$ cat src/rtl/uart_pkg.sv
// Shared types for the UART receive buffer: FIFO entry layout and capture FSM states.
package uart_pkg;

    localparam int ERR_W = 3;

    typedef struct packed {
        logic       ovr;
        logic       frm;
        logic       par;
        logic [7:0] data;
    } rx_entry_t;

    typedef enum logic [1:0] {
        IDLE     = 2'd0,
        ACK      = 2'd1,
        WAIT_CLR = 2'd2
    } rx_fsm_t;

endpackage

$ cat src/rtl/uart_rx_fifo_sync_fifo.sv
// Single-clock first-word-fall-through FIFO with explicit occupancy count.
// The head entry is presented combinationally from storage; a push while full
// and a pop while empty are both ignored.
module sync_fifo #(
    parameter int DEPTH = 16,
    parameter int WIDTH = 11,
    parameter int AW    = $clog2(DEPTH)
) (
    input  logic             clk,
    input  logic             rst,
    input  logic             push,
    input  logic [WIDTH-1:0] wr_data,
    input  logic             pop,
    output logic [WIDTH-1:0] rd_data,
    output logic             rd_valid,
    output logic [AW:0]      count,
    output logic             full
);

    localparam logic [AW:0] DEPTH_C = (AW+1)'(DEPTH);

    logic [WIDTH-1:0] mem [DEPTH];
    logic [AW-1:0]    wptr;
    logic [AW-1:0]    rptr;
    logic             do_push;
    logic             do_pop;

    // Full is taken from the registered count, so a same-cycle pop never frees a slot early.
    assign full     = (count == DEPTH_C);
    assign rd_valid = (count != '0);
    assign do_push  = push && !full;
    assign do_pop   = pop && rd_valid;
    assign rd_data  = mem[rptr];

    // Storage write; data is not reset because the count qualifies every entry.
    always_ff @(posedge clk) begin
        if (do_push) begin
            mem[wptr] <= wr_data;
        end
    end

    // Pointer and occupancy bookkeeping; pointers wrap naturally modulo DEPTH.
    always_ff @(posedge clk or posedge rst) begin
        if (rst) begin
            wptr  <= '0;
            rptr  <= '0;
            count <= '0;
        end else begin
            if (do_push) begin
                wptr <= wptr + AW'(1);
            end
            if (do_pop) begin
                rptr <= rptr + AW'(1);
            end
            case ({do_push, do_pop})
                2'b10:   count <= count + (AW+1)'(1);
                2'b01:   count <= count - (AW+1)'(1);
                default: count <= count;
            endcase
        end
    end

endmodule

$ cat src/rtl/uart_rx_fifo.sv
// Receive-side buffer behind the UART receiver: acknowledges each ready byte
// with a one-cycle active-low read pulse, stores byte plus error flags in a
// FWFT FIFO and keeps a sticky OR of all pushed error flags.
module uart_rx_fifo
    import uart_pkg::*;
#(
    parameter int DEPTH = 16,
    parameter int AW    = $clog2(DEPTH)
) (
    input  logic             mclkx16,
    input  logic             reset,
    input  logic             rxrdy,
    input  logic [7:0]       dataout,
    input  logic             parityerr,
    input  logic             framingerr,
    input  logic             overrun,
    output logic             read,
    input  logic             pop,
    output logic [7:0]       rd_data,
    output logic [ERR_W-1:0] rd_err,
    output logic             rd_valid,
    output logic [AW:0]      count,
    output logic             full,
    output logic [ERR_W-1:0] err_sticky,
    input  logic             clr_err
);

    rx_fsm_t          state;
    rx_entry_t        wr_entry;
    rx_entry_t        head;
    logic             push;
    logic [ERR_W-1:0] push_flags;

    // Capture only from IDLE and only when the registered full flag allows it;
    // otherwise the byte is left waiting in the receiver.
    always_comb begin
        push          = (state == IDLE) && rxrdy && !full;
        wr_entry.ovr  = overrun;
        wr_entry.frm  = framingerr;
        wr_entry.par  = parityerr;
        wr_entry.data = dataout;
    end

    assign push_flags = {overrun, framingerr, parityerr};

    sync_fifo #(
        .DEPTH (DEPTH),
        .WIDTH ($bits(rx_entry_t)),
        .AW    (AW)
    ) u_fifo (
        .clk      (mclkx16),
        .rst      (reset),
        .push     (push),
        .wr_data  (wr_entry),
        .pop      (pop),
        .rd_data  (head),
        .rd_valid (rd_valid),
        .count    (count),
        .full     (full)
    );

    assign rd_data = head.data;
    assign rd_err  = {head.ovr, head.frm, head.par};

    // Acknowledge FSM: one-cycle low read pulse, then wait for rxrdy to drop so a
    // slow-falling rxrdy cannot cause a second capture of the same byte.
    always_ff @(posedge mclkx16 or posedge reset) begin
        if (reset) begin
            state <= IDLE;
            read  <= 1'b1;
        end else begin
            case (state)
                IDLE: begin
                    if (push) begin
                        read  <= 1'b0;
                        state <= ACK;
                    end
                end
                ACK: begin
                    read  <= 1'b1;
                    state <= WAIT_CLR;
                end
                WAIT_CLR: begin
                    if (!rxrdy) begin
                        state <= IDLE;
                    end
                end
                default: begin
                    read  <= 1'b1;
                    state <= IDLE;
                end
            endcase
        end
    end

    // Sticky error summary; a clear coinciding with a push keeps only the new flags.
    always_ff @(posedge mclkx16 or posedge reset) begin
        if (reset) begin
            err_sticky <= '0;
        end else if (push) begin
            err_sticky <= (clr_err ? '0 : err_sticky) | push_flags;
        end else if (clr_err) begin
            err_sticky <= '0;
        end
    end

endmodule

$ cat config.mk
export PLATFORM = sky130hd
export DESIGN_NAME = uart_rx_fifo
export DESIGN_NICKNAME = d
export VERILOG_FILES = /design/src/rtl/uart_pkg.sv /design/src/rtl/uart_rx_fifo_sync_fifo.sv /design/src/rtl/uart_rx_fifo.sv
export SDC_FILE = /design/constraint.sdc
export NUM_CORES = 1
export LEC_CHECK = 0
export BUFFER_PORTS_ARGS = -buffer_cell sky130_fd_sc_hd__buf_2
export CORE_MARGIN = 1.5
export CORE_UTILIZATION = 57
export CTS_BUF_LIST = sky130_fd_sc_hd__clkbuf_16
export CTS_CLUSTER_DIAMETER = 80
export DETAILED_ROUTE_END_ITERATION = 8
export GPL_TIMING_DRIVEN = 0
export PLACE_DENSITY = 0.82
export SYNTH_ARGS = -nofsm -noshare
export SYNTH_HDL_FRONTEND = slang
export SYNTH_SLANG_ARGS = --single-unit
$ cat constraint.sdc
create_clock -name mclkx16 -period 7.11 [get_ports mclkx16]
set_input_delay 0.711 -clock mclkx16 [delete_from_list [all_inputs] [get_ports mclkx16]]
set_output_delay 0.711 -clock mclkx16 [all_outputs]
set_load 0.005 [all_outputs]
==> results of run 1 <==
registers in the layout (all words and copies together) (netlist names):
name / cells
u_fifo.mem: 176
u_fifo.count: 5
u_fifo.rptr: 4
u_fifo.wptr: 4
err_sticky: 3
state: 2
read: 1
power by group:
| group | switching, mW | internal [mW] |
|---|---|---|
| Sequential | 0.0691 | 1.37 |
| Clock | 0.398 | 0.514 |
| Combinational | 0.662 | 0.522 |
| Total | 1.13 | 2.41 |
layout make-up:
class / instances / area share, %
Sequential cell: 195 / 65.19
Multi-Input combinational cell: 199 / 21.32
Clock buffer: 17 / 4.813
Tap cell: 176 / 2.492
Timing Repair Buffer: 37 / 2.095
Buffer: 23 / 2.039
Clock inverter: 14 / 1.585
Inverter: 11 / 0.4672
cells by family after synthesis:
group,Yosys count
AOI/OAI and AO/OA,57
adders and majority gates,10
and+or+nand+nor,53
muxes,69
DFF,195
xor gates and xnor gates,10
buffers and inverters,34
routing by layer:
metal  vias to the layer above  part of all wire (%)
met3                        22                   5.5
met2                       156                    51
met5                         -                     0
li1                       1814                     -
met4                         0                   1.9
met1                      2055                    41
how the worst max path moves through the flow:
| stage | depth (start not counted) | start | end | slack, ps |
|---|---|---|---|---|
| after floorplan | 10 | rxrdy | u_fifo.count[4] | 4300 |
| after global placement | 5 | rxrdy | u_fifo.mem[3][6] | 3970 |
| after detailed placement | 11 | rxrdy | u_fifo.count[4] | 3970 |
| after CTS | 8 | u_fifo.rptr[1] | rd_data[4] | 4010 |
| after global routing | 8 | u_fifo.rptr[1] | rd_data[4] | 3870 |
| final | 8 | u_fifo.rptr[1] | rd_data[4] | 3990 |
worst max-delay path, stage by stage, from the launching register on:
cell	delay, ps
dfrtp_1	400
buf_6	140
and2_1	120
buf_2	140
buf_2	200
a221oi_1	530
o21ai_0	180
nand2_1	130
buf_2	120
through the flow:
step                hold WS, ps  cells
floorplan                 473.5    428
global placement          477.3    641
detailed placement        485.0    641
CTS                       433.7    672
global route              480.7    672
finish                    406.4    672
cell usage in the layout, fill, tap and decap left out, types with 2 or more instances in the layout:
cell type,n
buf_6,4
buf_1,2
nor3_2,4
nor2b_1,2
and2_1,2
a221oi_1,21
buf_12,2
nor2_1,15
a21o_1,2
mux4_2,22
inv_1,12
ha_1,9
clkinv_1,3
a21oi_1,2
clkinv_4,4
clkbuf_1,6
nand2b_1,2
dfrtp_1,18
mux2_2,2
buf_2,41
o21ai_0,18
buf_4,4
nand3_1,2
clkbuf_16,17
bufinv_16,2
nand2_1,23
clkinv_2,2
mux2i_1,45
edfxtp_1,176
xor2_1,2
a22oi_1,11
xnor2_1,8
==> results.cfg, run 1 <==
[synth]
synth.avg_cell_area_um2 = 18.35
synth_edf_count = 176
synth_compound_area_share_pct = 5.497
syn_nets = 454
ys_ff_latch = 195
synth-async-reset-ratio_pct = 9.744
synth_cells = 428
ys.flop_type = edfxtp_1
synth_top_family_by_area = multiplexers
synthTopCellsByArea = edfxtp_1 67%, mux4_2 6.3%, dfrtp_1 5.7%
synth-simple-area-share_pct = 3.171
synth_common_cells = 176 x edfxtp_1, 45 x mux2i_1, 23 x nand2_1
synth_xor_xnor_area_share_pct = 1.115
ys.warnings.count = 0
synth_cell_types = 37
synth_top_area_share_pct = 67.30
synth_most_common_cell = edfxtp_1
mappedNetlistArea_um2 = 7853
yosysSeqAreaShare_pct = 73.37
muxShareOfSynthArea_pct = 12.33
synth_area_leader_cell = edfxtp_1
synth_fa_ha_area_share_pct = 1.689

[final_layout]
finalInstanceArea_um2 = 8838
nFillCells = 901
diodes = 0
multi_input_area_um2 = 1884
drive_gt1_share_pct = 22.58
area_growth_pct = 12.56
fin_nets = 510
final_util_pct = 66.22
seq_area_um2 = 5762

[routing]
via_per_inst = 6.022
wl_per_cell_um = 21.44
dr.first_iter.drc_count = 331
totalWireLength_um = 14410
drcViolationCount = 0
num_vias = 4047
drt_first_pass_iters = 5
ant_nets = 0

[setup_path]
start_kind = flip-flop
worstReg2RegStart = u_fifo.count[0]
cp_max_fo = 10
ff2ff_path_depth = 10
arrival_ps = 2410
r2r_slack_ps = 4220
r2r-end = u_fifo.count[4]
critical_path_class = flip-flop to output pin
crit_required_ps = 6400
end_kind = output pin

[clocking]
cts_buffers = 17
cts_tree = done
clk_latency_ps = 430
h-tree-depth = 4
holdBufCountCts = 0
cts_setup_buffers = 0
root_buffer = clkbuf_16
cts_max_path_buffers = 2
cts-resized-gates = 0
cts_sinks = 195
clk_pin_slew_worst_paths_ps = 60

[sta]
max_freq_mhz = 320.8
setup_viol = 0
min_period_ps = 3117
rsz0062_at_grt = no
max_slew_margin_pct = 22.24
worst_pin_slew_ps = 1162
fin_setup_tns_ps = 0
final_hold_viol_count = 0
min_period_over_period_pct = 43.84
setup_slack_ps = 3993
slew_viol_final = 0
skew_ps = 6.801

[die]
die_w_um = 120.4
coreArea_um2 = 13350
start_util_pct = 58.83
dieArea_um2 = 14490
ios = 38
rows = 42
die-height_um = 120.4

[global_routing]
top_usage_layer = met2
use_met2_pct = 35.44
grt_use_met1_pct = 27.91
grt_pass1_vias = 4145
grtUsageMet3_pct = 4.906
antenna_found_initial = 0
grt_max_degree = 20
grt_pass1_wl_um = 22520
grt-ovfl-total = 0
track_usage_pct = 21.55

[power]
leakagePower_nw = 3.124
worst_ir_drop_vdd_uv = 230.0
total_power_mw = 3.540
powerDensity_nw_per_um2 = 400.5

[run_status]
status = completed

[hold_path]
hold_class = input pin to async pin

[placed_design]
placed_area_um2 = 8273
place_ws_ps = 3970
place_congestion = 0.9216
dpl.hpwl_um = 9989
portBuffers = 37

[job]
maxCapViolCount = 0
Power figures use the tool's default switching activity.
==> inputs of run 2 (changes only) <==
- CORE_UTILIZATION: 57 -> 55
- clock period: 7.11 -> 2.7 ns (I/O delays scaled with it)
==> results.cfg, run 2 (synthesized netlist as in run 1, its figures left out) <==
[setup_path]
crit_required_ps = 2430
cp_max_fo = 10
start_kind = flip-flop
cp_slowest_cell = a221oi_1
arrival_ps = 2350
critical_path_class = flip-flop to output pin
crit_chain = buf_6 -> and2_1 -> buf_2 -> buf_2 -> a221oi_1 -> o21ai_0 -> nand2_1 -> buf_2
ff2ff_path_depth = 6
cpMostUsedCell = buf_2
max_stage_delay_ps = 470
end_kind = output pin

[clocking]
root_buffer = clkbuf_16
cts_sinks = 195
cts_buffers = 17
cts_max_path_buffers = 2
h-tree-depth = 4
clk_latency_ps = 440
clk_pin_slew_worst_paths_ps = 60
cts_tree = done

[final_layout]
final_util_pct = 64.68
final_common_cell = edfxtp_1
top_register = u_fifo.mem
largest_reg_flops = 176
diodes = 0
fin_nets = 518
drive_gt1_share_pct = 28.71
seq_area_um2 = 5767
area_growth_pct = 14.77
multi_input_area_um2 = 1977
reg_top3 = u_fifo.mem x176, u_fifo.count x5
nFillCells = 857
layout_common_cells = 176 x edfxtp_1, 45 x mux2i_1, 41 x buf_2

[sta]
setup_viol = 0
final_hold_viol_count = 0
slew_viol_final = 0
worst_pin_slew_ps = 1189
max_slew_margin_pct = 20.42
min_period_over_period_pct = 97.16
skew_ps = 9.135
rsz0062_at_grt = yes
min_period_ps = 2623
max_freq_mhz = 381.2

[global_routing]
grt_pass1_wl_um = 24330
grt_pass1_vias = 4177
grt_use_met1_pct = 31.58
antenna_found_initial = 0
track_usage_pct = 23.07
grt_max_degree = 20
grtUsageMet3_pct = 3.996
use_met2_pct = 37.60
grt-ovfl-total = 0
top_usage_layer = met2

[die]
rows = 43
dieArea_um2 = 15000
die_w_um = 122.5
ios = 38
coreArea_um2 = 13930
die-height_um = 122.5
start_util_pct = 56.35

[routing]
dr.first_iter.drc_count = 547
wl_per_cell_um = 23.76
drcViolationCount = 0
drt_first_pass_iters = 5
ant_nets = 0
totalWireLength_um = 16270
num_vias = 4302
via_per_inst = 6.280

[power]
powerDensity_nw_per_um2 = 1064
leakagePower_nw = 3.189
worst_ir_drop_vdd_uv = 492.3
total_power_mw = 9.586

[job]
maxCapViolCount = 0

[hold_path]
holdPathStages = 2
hold_class = input pin to flip-flop

[placed_design]
place_congestion = 0.8395
portBuffers = 37
dpl.hpwl_um = 10000

[run_status]
status = completed
[run 2: where the power goes]
group / leakage (nW) / internal, mW / switching [mW]
sequential: 1.81 / 3.63 / 0.180
combinational: 1.10 / 1.46 / 1.93
clock: 0.277 / 1.28 / 1.11
total: 3.19 / 6.36 / 3.22
[run 2: layout make-up]
type | instances | share of cell area [%]
sequential | 195 | 63.99
multi-input combinational | 199 | 21.94
clock buffer | 17 | 4.720
timing repair buffer | 45 | 2.874
tap | 180 | 2.499
buffer | 23 | 2.027
clock inverter | 15 | 1.499
inverter | 11 | 0.4581
[run 2: repair_timing]
item	CTS	global route
endpoints found under the setup margin	35	35
buffers inserted	3	1
pin swaps	1	2
hold buffers	1	0
resized for setup	4	24
hold endpoints to repair	18	0
[run 2: worst paths after layout]
kind,slack (ps),start,end
max in group asynchronous,1690,reset,u_fifo.count[1]
min reg2reg,490,read,read
max reg2reg,120,u_fifo.count[1],u_fifo.mem[10][10]
min in group asynchronous,500,reset,u_fifo.wptr[1]
min,60,clr_err,err_sticky[0]
max,80,u_fifo.rptr[1],rd_data[3]
[run 2: stage by stage]
step / hold WS (ps) / instance area [um2] / setup TNS (ps) / instances / worst slack, ps
final: 55.32 / 9012 / 0 / 685 / 76.81
after global routing: 52.99 / 9012 / -358.7 / 685 / -34.24
after CTS: 38.50 / 8917 / 0 / 684 / 5.213
after detailed placement: 420.3 / 8312 / -178.6 / 648 / -175.9
after global placement: 395.8 / 8263 / -16360 / 645 / -539.9
after floorplan: 220.4 / 7853 / 0 / 428 / 44.37
[run 2: per-layer routing]
metal	share of wire (%)	up-vias
li1	-	1833
met1	38	2167
met2	51	258
met3	9.2	44
met4	2.6	0
met5	0	-
[run 2: worst max-delay path, delay by kind of cell, from the launching register on]
kind | cells | cell delay (ps)
buffers and inverters | 4 | 630
AO/OA/AOI/OAI | 2 | 640
flip-flops | 1 | 390
AND/OR/NAND/NOR | 2 | 250
==> inputs of run 3 (changes only) <==
- REMOVE_ABC_BUFFERS: not set -> 1
==> results.cfg, run 3 (synthesized netlist as in run 1, its figures left out) <==
[run_status]
status = finished, violations left
violations = negative setup slack

[final_layout]
reg_top3 = u_fifo.mem x176, u_fifo.count x5
final_common_cell = edfxtp_1
layout_common_cells = 176 x edfxtp_1, 45 x mux2i_1, 37 x buf_2
fin_nets = 508
diodes = 0
layoutNonFillerInstCount = 672
seq_area_um2 = 5776
finalInstanceArea_um2 = 8904
top_register = u_fifo.mem
largest_reg_flops = 176
multi_input_area_um2 = 1956
final_util_pct = 63.90
nFillCells = 887
drive_gt1_share_pct = 28.66
area_growth_pct = 13.38

[setup_path]
start_kind = flip-flop
critical_path_class = flip-flop to flip-flop
cp_max_fo = 6
critPathBufInv = 5
cpMostUsedCell = buf_4
max_stage_delay_ps = 640
end_kind = flip-flop
cp_slowest_cell = nor3_2
ff2ff_path_depth = 9
cp_top_family = simple AND/OR/NAND/NOR gates
arrival_ps = 2860
crit_required_ps = 2830
crit_chain = nor4_4 -> buf_4 -> a2111oi_4 -> buf_4 -> buf_4 -> buf_4 -> nand2_1 -> nor3_2 -> buf_6
path_depth = 9

[global_routing]
grt-ovfl-total = 0
grt_max_degree = 31
track_usage_pct = 22.88
antenna_found_initial = 1
grt_pass1_wl_um = 24130
grt_pass1_vias = 4145

[power]
switchingPower_mw = 2.992
worst_ir_drop_vdd_uv = 722.1
total_power_mw = 9.207
clock_power_share_pct = 23.6
leakagePower_nw = 3.124
sw_frac_of_total_pct = 32.50
combPwrFrac_pct = 32.3
internal_power_mw = 6.215
seq_power_share_pct = 44.2
powerDensity_nw_per_um2 = 1034

[placed_design]
place_ws_ps = -624.3
dp_cells = 627
place_congestion = 0.7568
placed_area_um2 = 8173
dpl.hpwl_um = 8921
portBuffers = 37

[routing]
num_vias = 4166
wl_per_cell_um = 23.77
via_per_inst = 6.199
drt_first_pass_iters = 5
totalWireLength_um = 15970
dr.first_iter.drc_count = 433
ant_nets = 0
drcViolationCount = 0

[clocking]
clk_pin_slew_worst_paths_ps = 60
cts_tree = done
h-tree-depth = 4
cts_buffers = 17
root_buffer = clkbuf_16
cts_max_path_buffers = 2
cts_sinks = 195
clk_latency_ps = 430

[job]
maxCapViolCount = 0

[die]
dieArea_um2 = 15000
rows = 43
start_util_pct = 56.35
ios = 38
die_w_um = 122.5
coreArea_um2 = 13930
die-height_um = 122.5

[sta]
setup_slack_ps = -26.11
final_hold_viol_count = 0
max_slew_margin_pct = 38.01
min_period_over_period_pct = 101.0
setup_viol = 6
max_freq_mhz = 366.8
worst_pin_slew_ps = 928.9
fin_setup_tns_ps = -137.0
whs_ps = 61.63
skew_ps = 6.058
slew_viol_final = 0
rsz0062_at_grt = yes
min_period_ps = 2726

[hold_path]
hold_class = input pin to flip-flop
holdPathStages = 2
==> run 3: cell types whose count changed in the layout (fill, tap and decap cells not counted), sizes merged <==
cell,previous run,this run
clkbuf,23,17
clkinv,3,9
clkinvlp,3,1
inv,19,13
buf,61,57
bufinv,1,0
==> run 3: repair_timing <==
item                                    4_1_cts  5_1_grt
setup buffers                                10        5
pin swaps                                     2        1
endpoints found under the hold margin        18        0
endpoints found under the setup margin      180       21
hold buffers                                  1        0
resized for setup                            22        6
==> run 3: power groups by stage <==
stage,clock network [mW],logic (mW),registers [mW]
floorplan,0,1.71,4.13
global placement,0,2.31,4.27
detailed placement,0,2.51,4.23
CTS,2.18,2.81,4.10
global route,2.30,3.24,4.10
finish,2.17,2.97,4.07
==> run 3: cell type report <==
class | count | share of cell area, %
Timing Repair Buffer | 58 | 4.595
Inverter | 11 | 0.4637
Clock inverter | 12 | 0.8010
Sequential cell | 195 | 64.87
Multi-Input combinational cell | 199 | 21.96
Tap cell | 180 | 2.530
Clock buffer | 17 | 4.778
==> run 3: metal layers <==
metal,track usage [%],wire (um)
met2,37.08,8084
met1,30.83,6483
met5,0,0
met4,8.285,289
met3,5.112,1116
==> run 3: worst paths after layout <==
path / slack (ps) / end / from
worst max-delay path: -30 / u_fifo.mem[3][3] / u_fifo.count[0]
worst min-delay path: 60 / err_sticky[0] / clr_err
worst max register to register: -30 / u_fifo.mem[3][3] / u_fifo.count[0]
worst min register to register: 510 / read / read
max in group asynchronous: 1650 / u_fifo.rptr[0] / reset
min in group asynchronous: 530 / state[0] / reset
==> run 3: worst reg2reg max path, delay by kind of cell (launching register included) <==
| kind | cells | cell delay (ps) |
|---|---|---|
| and+or+nand+nor | 3 | 870 |
| buffers and inverters | 5 | 800 |
| DFF | 1 | 440 |
| AOI/OAI and AO/OA | 1 | 300 |
